--- src/rtl/axil_reg_slave.sv ---
// AXI4-Lite responder with three read/write registers and a read-only count of
// accepted writes. Bad addresses and writes to the counter answer SLVERR.
module axil_reg_slave #(
  parameter int DATA_WIDTH = 32,
  parameter int ADDR_WIDTH = 8,
  parameter int RESP_WIDTH = 3,
  parameter int BASE_ADDR  = 0
) (
  input  logic                    s0_axi_aclk,
  input  logic                    s0_axi_areset,
  input  logic [ADDR_WIDTH-1:0]   s0_axi_awaddr,
  input  logic                    s0_axi_awvalid,
  output logic                    s0_axi_awready,
  input  logic [DATA_WIDTH-1:0]   s0_axi_wdata,
  input  logic [DATA_WIDTH/8:0]   s0_axi_wstrb,
  input  logic                    s0_axi_wvalid,
  output logic                    s0_axi_wready,
  output logic [RESP_WIDTH-1:0]   s0_axi_bresp,
  output logic                    s0_axi_bvalid,
  input  logic                    s0_axi_bready,
  input  logic [ADDR_WIDTH-1:0]   s0_axi_araddr,
  input  logic                    s0_axi_arvalid,
  output logic                    s0_axi_arready,
  output logic [DATA_WIDTH-1:0]   s0_axi_rdata,
  output logic [RESP_WIDTH-1:0]   s0_axi_rresp,
  output logic                    s0_axi_rvalid,
  input  logic                    s0_axi_rready
);

  localparam int NB = DATA_WIDTH / 8;
  localparam logic [ADDR_WIDTH-1:0] BASE        = ADDR_WIDTH'(BASE_ADDR);
  localparam logic [RESP_WIDTH-1:0] RESP_OKAY   = '0;
  localparam logic [RESP_WIDTH-1:0] RESP_SLVERR = RESP_WIDTH'(2);

  localparam logic [1:0] W_IDLE      = 2'd0;
  localparam logic [1:0] W_HAVE_ADDR = 2'd1;
  localparam logic [1:0] W_HAVE_DATA = 2'd2;
  localparam logic [1:0] W_RESP      = 2'd3;
  localparam logic [0:0] R_IDLE      = 1'b0;
  localparam logic [0:0] R_DATA      = 1'b1;

  function automatic logic [DATA_WIDTH-1:0] byte_merge(
    input logic [DATA_WIDTH-1:0] old_val,
    input logic [DATA_WIDTH-1:0] new_val,
    input logic [NB-1:0]         strb
  );
    logic [DATA_WIDTH-1:0] res;
    res = old_val;
    for (int b = 0; b < NB; b++)
      if (strb[b]) res[8*b +: 8] = new_val[8*b +: 8];
    return res;
  endfunction

  // rf[3] is the write counter; rf[0..2] are the general registers.
  logic [DATA_WIDTH-1:0] rf [4];

  logic [1:0]            w_state, w_nxt;
  logic [ADDR_WIDTH-1:0] awaddr_q, w_addr;
  logic [DATA_WIDTH-1:0] wdata_q, w_data;
  logic [NB-1:0]         wstrb_q, w_strb;
  logic                  aw_hs, w_hs, commit, w_ok;
  logic [ADDR_WIDTH:0]   w_diff;
  logic [1:0]            w_idx;
  logic                  unused_strb_msb;

  logic [0:0]            r_state, r_nxt;
  logic                  ar_hs, r_ok;
  logic [ADDR_WIDTH:0]   r_diff;
  logic [1:0]            r_idx;

  assign unused_strb_msb = s0_axi_wstrb[NB];

  assign aw_hs = s0_axi_awvalid & s0_axi_awready;
  assign w_hs  = s0_axi_wvalid & s0_axi_wready;

  // A handshake on the committing edge bypasses the holding register.
  always_comb begin
    w_addr = aw_hs ? s0_axi_awaddr : awaddr_q;
    w_data = w_hs ? s0_axi_wdata : wdata_q;
    w_strb = w_hs ? s0_axi_wstrb[NB-1:0] : wstrb_q;
    w_diff = {1'b0, w_addr} - {1'b0, BASE};
    w_idx  = w_diff[3:2];
    w_ok   = !w_diff[ADDR_WIDTH] && (w_diff[ADDR_WIDTH-1:4] == '0) &&
             (w_diff[1:0] == 2'b00) && (w_idx != 2'd3);
  end

  always_comb begin
    w_nxt = w_state;
    case (w_state)
      W_IDLE: begin
        if (aw_hs && w_hs)  w_nxt = W_RESP;
        else if (aw_hs)     w_nxt = W_HAVE_ADDR;
        else if (w_hs)      w_nxt = W_HAVE_DATA;
      end
      W_HAVE_ADDR: if (w_hs)  w_nxt = W_RESP;
      W_HAVE_DATA: if (aw_hs) w_nxt = W_RESP;
      default: if (s0_axi_bvalid && s0_axi_bready) w_nxt = W_IDLE;
    endcase
  end

  assign commit = (w_state != W_RESP) && (w_nxt == W_RESP);

  always_ff @(posedge s0_axi_aclk) begin
    if (aw_hs) awaddr_q <= s0_axi_awaddr;
    if (w_hs) begin
      wdata_q <= s0_axi_wdata;
      wstrb_q <= s0_axi_wstrb[NB-1:0];
    end
  end

  // Readys and valids are registered from the next state so they are all low in reset.
  always_ff @(posedge s0_axi_aclk) begin
    if (s0_axi_areset) begin
      w_state        <= W_IDLE;
      s0_axi_awready <= 1'b0;
      s0_axi_wready  <= 1'b0;
      s0_axi_bvalid  <= 1'b0;
      s0_axi_bresp   <= RESP_OKAY;
    end else begin
      w_state        <= w_nxt;
      s0_axi_awready <= (w_nxt == W_IDLE) || (w_nxt == W_HAVE_DATA);
      s0_axi_wready  <= (w_nxt == W_IDLE) || (w_nxt == W_HAVE_ADDR);
      s0_axi_bvalid  <= (w_nxt == W_RESP);
      if (commit) s0_axi_bresp <= w_ok ? RESP_OKAY : RESP_SLVERR;
    end
  end

  always_ff @(posedge s0_axi_aclk) begin
    if (s0_axi_areset) begin
      for (int i = 0; i < 4; i++) rf[i] <= '0;
    end else if (commit && w_ok) begin
      rf[w_idx] <= byte_merge(rf[w_idx], w_data, w_strb);
      rf[3]     <= rf[3] + 1'b1;
    end
  end

  assign ar_hs  = s0_axi_arvalid & s0_axi_arready;
  assign r_diff = {1'b0, s0_axi_araddr} - {1'b0, BASE};
  assign r_idx  = r_diff[3:2];
  assign r_ok   = !r_diff[ADDR_WIDTH] && (r_diff[ADDR_WIDTH-1:4] == '0) &&
                  (r_diff[1:0] == 2'b00);

  always_comb begin
    r_nxt = r_state;
    case (r_state)
      R_IDLE:  if (ar_hs) r_nxt = R_DATA;
      default: if (s0_axi_rvalid && s0_axi_rready) r_nxt = R_IDLE;
    endcase
  end

  // rf is sampled before any same-edge write lands, so reads see the old value.
  always_ff @(posedge s0_axi_aclk) begin
    if (s0_axi_areset) begin
      r_state        <= R_IDLE;
      s0_axi_arready <= 1'b0;
      s0_axi_rvalid  <= 1'b0;
      s0_axi_rdata   <= '0;
      s0_axi_rresp   <= RESP_OKAY;
    end else begin
      r_state        <= r_nxt;
      s0_axi_arready <= (r_nxt == R_IDLE);
      s0_axi_rvalid  <= (r_nxt == R_DATA);
      if (ar_hs) begin
        s0_axi_rdata <= r_ok ? rf[r_idx] : '0;
        s0_axi_rresp <= r_ok ? RESP_OKAY : RESP_SLVERR;
      end
    end
  end

endmodule

--- config.mk ---
export PLATFORM = sky130hd
export DESIGN_NAME = axil_reg_slave
export DESIGN_NICKNAME = d
export VERILOG_FILES = /design/src/rtl/axil_reg_slave.sv
export SDC_FILE = /design/constraint.sdc
export NUM_CORES = 1
export LEC_CHECK = 0
export CAP_MARGIN = 30
export CORE_ASPECT_RATIO = 1.1
export CORE_UTILIZATION = 53
export DETAILED_ROUTE_END_ITERATION = 6
export PLACE_DENSITY = 0.75
export SLEW_MARGIN = 20
export SYNTH_ARGS = -nofsm -noshare
export SYNTH_HDL_FRONTEND = slang
export SYNTH_SLANG_ARGS = --single-unit
--- constraint.sdc ---
create_clock -name s0_axi_aclk -period 2.9 [get_ports s0_axi_aclk]
set_input_delay 0.435 -clock s0_axi_aclk [delete_from_list [all_inputs] [get_ports s0_axi_aclk]]
set_output_delay 0.435 -clock s0_axi_aclk [all_outputs]
set_load 0.05 [all_outputs]
Yosys cells after proc, flatten, opt, wreduce, memory -nomap -nowiden
Memory sizes are Yosys's and may differ from the RTL's.
Index checks and enable logic that the tools add are counted.
{"block": "word_totals", "reg_bits": 89, "ramBits": 128, "input_bits": 60, "output_inout_bits": 43, "wordCells": 88, "memories": 1}
{"memory": "rf", "depth": 4, "word_bits": 32, "read_ports": 2, "rd_ports_with_merged_regs": 0, "wr": 4, "line_no": "55", "source": "logic [DATA_WIDTH-1:0] rf [4];"}
{"block": "op_classes", "add_sub_neg": 1, "eq_ne": 11, "mux": 37, "bitwise_logic": 5, "reduce_logical": 21}
{"operator": "two-way mux 32 bit", "n": 4}
{"operator": "two-way mux 8 bit", "n": 13}
{"operator": "adder 32 x 1 -> 32 bit, second input constant", "n": 1}
{"operator": "OR reduction 32 bit", "n": 1}
{"operator": "two-way mux 2 bit", "n": 9}
{"operator": "inequality test 3 bit, second input constant", "n": 4}
{"operator": "logical AND 1 bit", "n": 8}
{"operator": "zero test 2 bit", "n": 4}
{"operator": "zero test 4 bit", "n": 2}
{"operator": "two-way mux 1 bit", "n": 8}
{"operator": "two-way mux 4 bit", "n": 2}
{"operator": "AND reduction 2 bit", "n": 4}
{"operator": "== test 2 bit, second input constant", "n": 3}
{"operator": "case mux 2 bit (3 select lines)", "n": 1}
{"operator": "== test 2 x 1 -> 1 bit, second input constant", "n": 2}
{"operator": "inequality test 2 bit, second input constant", "n": 2}
{"operator": "AND 1 bit", "n": 3}
{"operator": "logical OR 1 bit", "n": 2}
{"operator": "inverter 1 bit", "n": 1}
{"operator": "bitwise OR 1 bit", "n": 1}

Longest topological paths before layout
Gate-level depths: netlist of the first run.
{"block": "depth", "ltp_word": 14, "depth_mapped": 6, "depth_no_buf": 5}

Worst setup path before layout of the first run
OpenSTA, ideal clock, no wires.
{"block": "synth_timing", "path_kind": "reg2reg", "startpoint": "register s0_axi_awready", "endpoint": "memory rf[0][0], enable pin", "setup_time_ns": 0.375, "arrival_ns": 2.156, "required_ns": 2.525, "setup_slack_ns": 0.369, "stages_incl_launch_ff": 7, "period_less_slack_ns": 2.531, "path_cell_list": "dfxtp_1 nand2_1 clkbuf_1 o31ai_1 o211ai_2 clkbuf_1 o21bai_1"}
{"item": "start: declaration", "line_no": "13", "source": "output logic s0_axi_awready,"}
{"item": "start signal: assignment", "line_no": "121", "source": "s0_axi_awready <= (w_nxt == W_IDLE) || (w_nxt == W_HAVE_DATA);"}
{"item": "end: declaration", "line_no": "55"}

==> metrics.yaml, run 1 <==
worst_setup_path:
  path_max_fanout: 17
  path_cells: "ha_1 -> and4_1 -> nand3_2 -> or4_1 -> a21oi_1"
  critPathTopFamily: "simple AND/OR/NAND/NOR gates"
  worstPathArrival_ns: 2.64
  path_buf_inv: 0
  cp.required_ns: 3.25
  path_class: "reg2reg"
  end_kind: "register"
  critPathSlowestCell: "or4_1"
  cp_slowest_stage_delay_ns: 0.60
  crit_path_start_kind: "register"
synthesis:
  ys_seq_area_frac: 0.602
  synth.top_cells.by_area: "edfxtp_1, dfxtp_1, mux4_2, nor3_1, mux2i_1"
  synthArstFlopShare: 0
  synthDistinctLibCells: 46
  synth_edf_count: 128
  ys.flop_type: "edfxtp_1"
  yosysWarnings: 0
  yosysMostFrequentCell: "edfxtp_1"
  avgSynthCellArea_um2: 12.2
  syn_area_mm2: 0.00921
  synth_common_cells: "edfxtp_1, nor3_1, dfxtp_1"
  synth_top_area_frac: 0.417
  synth_top_cell_by_area: "edfxtp_1"
  ys_ff_latch: 213
  syn_inst: 752
placement:
  gp_congestion: 0.809
  portBuffers: 97
  dpl.hpwl_um: 14900
grt:
  grt_pass1_wl_um: 33100
  grt_usage: 0.235
  grt_max_degree: 34
  gr-total-overflow: 0
  grt_pass1_vias: 6318
  grt_antenna_before_repair: 0
final_layout:
  n_antenna_cell: 0
  fin_nets: 915
  num-fill-cells: 1243
  syn_to_final_growth_pct: 22.1
  final-seq-area_mm2: 0.00555
  multi_input_area_mm2: 0.00328
  drive_gt1_frac: 0.136
detailed_routing:
  drt_wl_total_um: 20600
  vias: 6460
  ant_nets: 0
  drtIter0Drc: 627
  drt_first_pass_iters: 6
  drc: 0
  vias_per_cell: 5.85
  wl_per_cell_um: 18.6
pwr:
  p_int_mw: 5.44
  seq_power_share: 0.493
  clkPwrFrac: 0.401
  p_comb_frac: 0.106
  power_mw: 7.13
  power.net_switching_mw: 1.70
  peakVddDrop_mv: 0.512
  p_leak_nw: 4.14
  power_density_mw_per_mm2: 634
  swShare: 0.238
sta:
  finalSetupViolations: 0
  finalHoldViolCount: 0
  setup_tns_ns: 0
  worst_slew_margin_rel: 0.605
  finClkSkew_ns: 0.0162
  slew_violations: 0
  clock.fmax_ghz: 0.436
  tightest_slew_ns: 0.590
  min_period_ns: 2.29
  rsz0062_at_grt: "false"
  min_period_over_period: 0.791
floorplan:
  fp-row-count: 50
  pin_count: 103
  die_area_mm2: 0.0179
  start_util: 0.541
  dieHeight_um: 140
  coreArea_mm2: 0.0170
  die_x_um: 128
clock_tree:
  cts_buffers: 22
  cts_resized: 0
  htreeDepth: 1
  cts.sinks: 213
  cts_tree: "built"
  post_cts_buffers: 0
  root_buffer: "clkbuf_16"
  clock_path_buffers: 3
  path_clk_slew_ns: 0.06
  cts-hold-fix-buffers: 0
  clk_latency_ns: 0.50
hold_path:
  holdCritPathClass: "in2reg"
job:
  cap_viol_max_count: 0
status:
  status: "complete, no violations"
-- per-stage QoR --
stage / instances / util / hold WS (ns) / setup slack, ns / cell area (µm²)
3_5_place_dp: 1064 / 0.617 / 0.442 / 0.240 / 10500
2_1_floorplan: 755 / - / 0.422 / 0.369 / 9220
5_1_grt: 1104 / 0.661 / 0.403 / 0.448 / 11300
6_report: 1104 / 0.661 / 0.392 / 0.607 / 11300
4_1_cts: 1104 / 0.661 / 0.383 / 0.625 / 11300
3_3_place_gp: 1064 / 0.617 / 0.434 / 0.298 / 10500
-- power by group through the flow --
stage / logic (mW) / registers (mW) / clock network [mW]
floorplan: 0.471 / 3.56 / 0
global placement: 0.707 / 3.56 / 0
detailed placement: 0.743 / 3.58 / 0
CTS: 0.753 / 3.52 / 2.90
global route: 0.821 / 3.54 / 3.02
finish: 0.755 / 3.52 / 2.86
-- placed cells by master, fill, tap and decap left out, types with 6 or more instances in the layout --
master | synthesis | final
edfxtp_1 | 128 | 128
nor3_1 | 100 | 100
clkdlybuf4s50_1 | 0 | 95
dfxtp_1 | 85 | 85
nor2_1 | 50 | 50
nand2_1 | 38 | 37
inv_1 | 36 | 36
buf_4 | 4 | 36
mux2i_1 | 33 | 33
a22oi_1 | 32 | 32
mux4_2 | 31 | 31
a21oi_1 | 23 | 23
clkbuf_16 | 0 | 23
o31ai_1 | 14 | 14
or4_1 | 14 | 14
o21bai_1 | 12 | 12
nand3_1 | 10 | 10
nand2b_1 | 10 | 10
nand4_1 | 8 | 8
or3_1 | 7 | 7
and4_1 | 6 | 6
xor2_1 | 6 | 6
o21ai_0 | 6 | 6
-- registers in the layout, summed over array words and instances, names as in the netlist, 2 cells and up --
name	flops
rf	128
wstrb_q	4
w_state	2
s0_axi_rdata	32
awaddr_q	8
wdata_q	32
-- worst paths after layout --
path                             endpoint  cells past startpoint  slack (ns)                start
max                   rf[3][16]$_DFFE_PP_                      5        0.61   rf[3][0]$_DFFE_PP_
min          s0_axi_rdata[6]$_SDFFE_PP0P_                      2        0.39        s0_axi_areset
max reg2reg           rf[3][16]$_DFFE_PP_                      5        0.61   rf[3][0]$_DFFE_PP_
min reg2reg           awaddr_q[7]$_DFF_P_                      2        0.45  awaddr_q[7]$_DFF_P_
-- layout make-up --
class	instances	share of cell area
timing repair buffer	134	0.111
clock inverter	9	0.00890
tap	234	0.0260
clock buffer	31	0.0574
multi-input combinational	447	0.292
sequential	213	0.493
inverter	36	0.0120
-- cells by family after synthesis --
kind of cell,count (synthesis),share of synthesized area
compound gates,97,0.0723
other cells,1,0.000407
xor+xnor,11,0.0105
buf+inv,95,0.0433
simple gates,265,0.151
mux,69,0.119
flops,213,0.602
fa+ha+maj,1,0.00136
-- metal layers --
metal	part of all wire	vias to the layer above	wire length [µm]	track usage
met5	0	-	0	0
met4	0.013	0	258	0.0489
met3	0.086	25	1770	0.0527
met2	0.47	259	9670	0.371
met1	0.43	3154	8880	0.336
li1	-	3022	-	-
Note: power is estimated with default switching activity, not from simulation.
==> run 2, diff against run 1 <==
--- a/config.mk
+++ b/config.mk
@@ -7,7 +7,7 @@
 export LEC_CHECK = 0
 export CAP_MARGIN = 30
 export CORE_ASPECT_RATIO = 1.1
-export CORE_UTILIZATION = 53
+export CORE_UTILIZATION = 51
 export DETAILED_ROUTE_END_ITERATION = 6
 export PLACE_DENSITY = 0.75
 export SLEW_MARGIN = 20
==> constraint.sdc (replaced) <==
create_clock -name s0_axi_aclk -period 2 [get_ports s0_axi_aclk]
set_input_delay 0.3 -clock s0_axi_aclk [delete_from_list [all_inputs] [get_ports s0_axi_aclk]]
set_output_delay 0.3 -clock s0_axi_aclk [all_outputs]
set_load 0.05 [all_outputs]
==> metrics.yaml, run 2 (synthesized netlist as in run 1, its figures left out) <==
detailed_routing:
  vias: 7074  # +9.5%
  drc: 0  # unchanged
  ant_nets: 0  # unchanged
  drt_wl_total_um: 22700  # +10%
  wl_per_cell_um: 19.2  # +3.0%
  vias_per_cell: 5.98  # +2.2%
  drtIter0Drc: 661  # +5.4%
  drt_first_pass_iters: 5  # -1
worst_setup_path:
  crit_path_start_kind: "register"
  r2r_slack_ns: 0.06  # -0.55 ns
  r2r-end: "rf[0][0]$_SDFFCE_PN0P_"
  path_max_fanout: 2  # -15
  worstPathArrival_ns: 1.68  # -0.96 ns
  r2r_cells: 6  # +1
  crit_start: "s0_axi_rdata[1]$_SDFFE_PP0P_"
  critPathTopFamily: "buffers and inverters"
  end_kind: "primary output"
  path_buf_inv: 1  # +1
  endpoint: "s0_axi_rdata[1]"
  r2r_start: "awaddr_q[4]$_DFF_P_"
  critPathSlowestCell: "clkdlybuf4s50_1"
  path_cells: "clkdlybuf4s50_1"
  cp_slowest_stage_delay_ns: 0.82  # +0.22 ns
  path_class: "reg2out"
  cp.required_ns: 1.70  # -1.55 ns
  cp.depth: 1  # -4
placement:
  dpl.hpwl_um: 16000  # +7.6%
  dp_cells: 1137  # +6.9%
  gp_congestion: 0.870  # +7.5%
  place_area_mm2: 0.0113  # +7.9%
  portBuffers: 97  # unchanged
  dp_slack_ns: -0.582  # -0.822 ns
final_layout:
  largest_register: "rf"
  num-fill-cells: 1180  # -5.1%
  largestRegisters: "rf (128), s0_axi_rdata (32), wdata_q (32)"
  final-seq-area_mm2: 0.00555  # +0.14%
  fin_cells: 1183  # +7.2%
  design_area_mm2: 0.0121  # +8.0%
  syn_to_final_growth_pct: 31.9
  layout_commonest_cell: "edfxtp_1"
  drive_gt1_frac: 0.222  # +0.0866
  final_util: 0.687  # +0.0261
  multi_input_area_mm2: 0.00349  # +6.3%
  n_antenna_cell: 0  # unchanged
  largest_register_ffs: 128  # unchanged
  fin_nets: 990  # +8.2%
  final_cell_mix: "edfxtp_1, nor3_1, buf_4"
floorplan:
  pin_count: 103  # unchanged
  coreArea_mm2: 0.0177  # +3.9%
  die_area_mm2: 0.0186  # +3.9%
  start_util: 0.521  # -0.0202
  fp-row-count: 51  # +2.0%
  die_x_um: 130  # +1.9%
  dieHeight_um: 143  # +1.9%
sta:
  worst_slack_ns: 0.0170  # -0.590 ns
  tightest_slew_ns: 0.559  # -0.0313 ns
  rsz0062_at_grt: "false"
  min_period_ns: 1.98
  worst_slew_margin_rel: 0.617  # +0.0114
  hold_ws_ns: 0.178  # -0.214 ns
  slew_violations: 0  # unchanged
  finalHoldViolCount: 0  # unchanged
  finalSetupViolations: 0  # unchanged
  min_period_over_period: 0.992
  finClkSkew_ns: 0.0158  # -0.000485 ns
  clock.fmax_ghz: 0.504
  setup_tns_ns: 0  # unchanged
clock_tree:
  path_clk_slew_ns: 0.06  # about the same
  cts_buffers: 22  # unchanged
  htreeDepth: 1  # unchanged
  root_buffer: "clkbuf_16"
  cts.sinks: 213  # unchanged
  cts_tree: "built"
  clock_path_buffers: 3  # unchanged
  clk_latency_ns: 0.50  # about the same
hold_path:
  worstHoldStart: "s0_axi_areset"
  holdCritPathClass: "in2reg"
pwr:
  p_leak_nw: 4.72  # +14%
  power_density_mw_per_mm2: 869  # +37%
  power_mw: 10.6  # +48%
  peakVddDrop_mv: 0.628  # +23%
grt:
  grtUsageMet3: 0.0480  # -0.00475
  grt_usage: 0.251  # +0.0158
  grt_pass1_wl_um: 35900  # +8.6%
  grt_antenna_before_repair: 0  # unchanged
  grt_pass1_vias: 6976  # +10%
  met1_usage: 0.349  # +0.0128
  gr-total-overflow: 0  # unchanged
  use_met2: 0.394  # +0.0232
  grt_max_degree: 34  # unchanged
  grt.busiest_layer: "met2"
status:
  status: "complete, no violations"
job:
  cap_viol_max_count: 0  # unchanged
[run 2: changes by cell type in the layout (fill, tap and decap cells not counted), sizes merged]
cell           delta
buf              +73
dlymetal6s2s      +6
clkinv            +1
nand4             +2
bufinv            -1
clkbuf            +2
clkdlybuf4s50     -6
clkinvlp          -2
[run 2: worst min path at each step]
| stage | endpoint | depth (start not counted) |
|---|---|---|
| global route | w_state[0]$_SDFF_PP0_ | 2 |
| global placement | awaddr_q[0]$_DFF_P_ | 2 |
| floorplan | awaddr_q[0]$_DFF_P_ | 2 |
| finish | w_state[0]$_SDFF_PP0_ | 2 |
| CTS | w_state[0]$_SDFF_PP0_ | 2 |
| detailed placement | awaddr_q[1]$_DFF_P_ | 2 |
[run 2: worst register-to-register path: cells and delay by family (launching register included)]
kind / cells / cell delay, ns
AND/OR/NAND/NOR: 3 / 0.93
AO/OA/AOI/OAI: 1 / 0.14
buffers and inverters: 2 / 0.36
flip-flops: 1 / 0.33
[run 2: cell type report]
type / count / area share
clock inverters: 7 / 0.00525
multi-input cells: 449 / 0.287
repair buffers: 207 / 0.163
inverters: 36 / 0.0111
clock buffers: 33 / 0.0521
flip-flops and latches: 213 / 0.457
well taps: 238 / 0.0245
[run 2: repair_timing]
action,4_1_cts,5_1_grt
endpoints found under the setup margin,11,168
hold buffers,0,0
gates cloned,1,1
buffers inserted,0,4
pin swaps,1,4
gates resized for setup,4,12
[run 2: per-layer routing]
metal | wire, µm | vias up | share of wire
met5 | 0 | - | 0
met4 | 613 | 0 | 0.027
li1 | - | 3178 | -
met2 | 10700 | 406 | 0.47
met1 | 9230 | 3434 | 0.41
met3 | 2180 | 56 | 0.096
[run 2: report_power, final]
group / total, mW / switching (mW) / internal [mW]
registers: 5.09 / 0.142 / 4.95
clock network: 3.94 / 1.62 / 2.32
logic: 1.53 / 0.803 / 0.724
==> variant (flow settings as in run 2) <==
Reset style: asynchronous (`s0_axi_areset`), changed in 3 clocked blocks.
--- a/src/rtl/axil_reg_slave.sv
+++ b/src/rtl/axil_reg_slave.sv
@@ -111,3 +111,3 @@
   // Readys and valids are registered from the next state so they are all low in reset.
-  always_ff @(posedge s0_axi_aclk) begin
+  always_ff @(posedge s0_axi_aclk or posedge s0_axi_areset) begin
     if (s0_axi_areset) begin
@@ -127,3 +127,3 @@
 
-  always_ff @(posedge s0_axi_aclk) begin
+  always_ff @(posedge s0_axi_aclk or posedge s0_axi_areset) begin
     if (s0_axi_areset) begin
@@ -151,3 +151,3 @@
   // rf is sampled before any same-edge write lands, so reads see the old value.
-  always_ff @(posedge s0_axi_aclk) begin
+  always_ff @(posedge s0_axi_aclk or posedge s0_axi_areset) begin
     if (s0_axi_areset) begin
Formal check against the unedited RTL: differs if s0_axi_areset is asserted again (counterexample within 4 cycles, from zero or initial values and one cycle with s0_axi_areset high); with s0_axi_areset held inactive, the same outputs for 4 cycles.
==> variant against run 2 <==
- the flow now finishes with violations (setup timing)
- final area rose by 7.8%
- cell count is 3.7% higher
- critical path depth rose by 6
- sequential cell count unchanged
- wire length up 16%
- worst setup slack lost 180 ps
- via count grew 5.9%
- die area rose by 7.9%
- first-iteration DRC count is 22% higher
- synthesized area up 8.0%
- register-to-register slack lost 220 ps
- global-route usage grew 0.28 points
- critical path type is now flip-flop to flip-flop
Power is not compared: it rests on default switching activity, and its combinational part moved more than twofold at a synthesized area within 25%.
==> variant: results (changes against run 2) <==
Global route
  • First-pass GRT wire length: 40.1 mm (was 35.9 mm)
  • All-Layer GR Usage: 0.254 (was 0.251)
  • Vias in the first global route: 7704 (was 6976)
  • Pin count of the biggest net entering global routing: 91 (was 34)

Cells and area
  • Nets: 1026 (was 990)
  • Seq_cells: 213 (unchanged)
  • Finished Layout Cells: 1227 (was 1183)
  • Clock-cell share of area: 0.0565 (was 0.0574)
  • Sequential fraction of total cell area: 0.390 (was 0.457)
  • Bufs w/o clock: 206 (was 207)

Placement
  • Pre-CTS WS: -594 ps (was -582 ps)
  • RePlAce Congestion: 0.796 (was 0.870)
  • Post-DP HPWL: 16.2 mm (was 16.0 mm)

STA
  • Max_slew headroom: 0.659 (was 0.617)
  • Fin worst setup slack: -161 ps (was 17.0 ps)
  • Final setup viols: 91 (was 0)
  • Setup TNS: -8970 ps (was 0 ps)

Run status
  • Failing checks: setup timing
  • Status: finished with violations (was finished clean)

Worst setup path
  • Reg-to-Reg Start: s0_axi_awready$_DFF_PP0_ (was awaddr_q[4]$_DFF_P_)
  • Critical path's largest stage delay: 470 ps (was 820 ps)
  • Worst reg-to-reg path cell count: 7 (was 6)
  • FF-to-FF End: rf[44]$_DFFE_PP0P_ (was rf[0][0]$_SDFFCE_PN0P_)

Logic synthesis
  • Unique masters post-synth: 57 (was 46)
  • Synth Area in Adders: 0.00126 (was 0.00136)
  • Sequential area share after synthesis: 0.514 (was 0.602)

Clock tree
  • Post_cts resized: 20 (was 4)
variant: cell count changes in the layout (fill, tap and decap cells not counted), moves of 23 or more:
| cell | before | now |
|---|---|---|
| a31oi_1 | 0 | 23 |
| mux2i_1 | 33 | 9 |
| a22oi_1 | 32 | 58 |
| dfrtp_1 | 0 | 168 |
| mux2_2 | 4 | 84 |
| a22o_1 | 0 | 34 |
| dfxtp_1 | 83 | 44 |
| nor3_1 | 98 | 2 |
| edfxtp_1 | 128 | 0 |
| mux2_4 | 0 | 25 |
variant: power by group:
group | switching, W | internal, W
clock | 0.00169 | 0.00257
sequential | 0.000638 | 0.00531
combinational | 0.00318 | 0.00275
variant: metal layers:
metal | vias to the layer above | part of all wire | global-route usage
met5 | - | 0 | 0
met4 | 0 | 0.032 | 0.0815
met3 | 66 | 0.068 | 0.0402
met2 | 328 | 0.49 | 0.424
met1 | 3791 | 0.41 | 0.338
li1 | 3307 | - | -
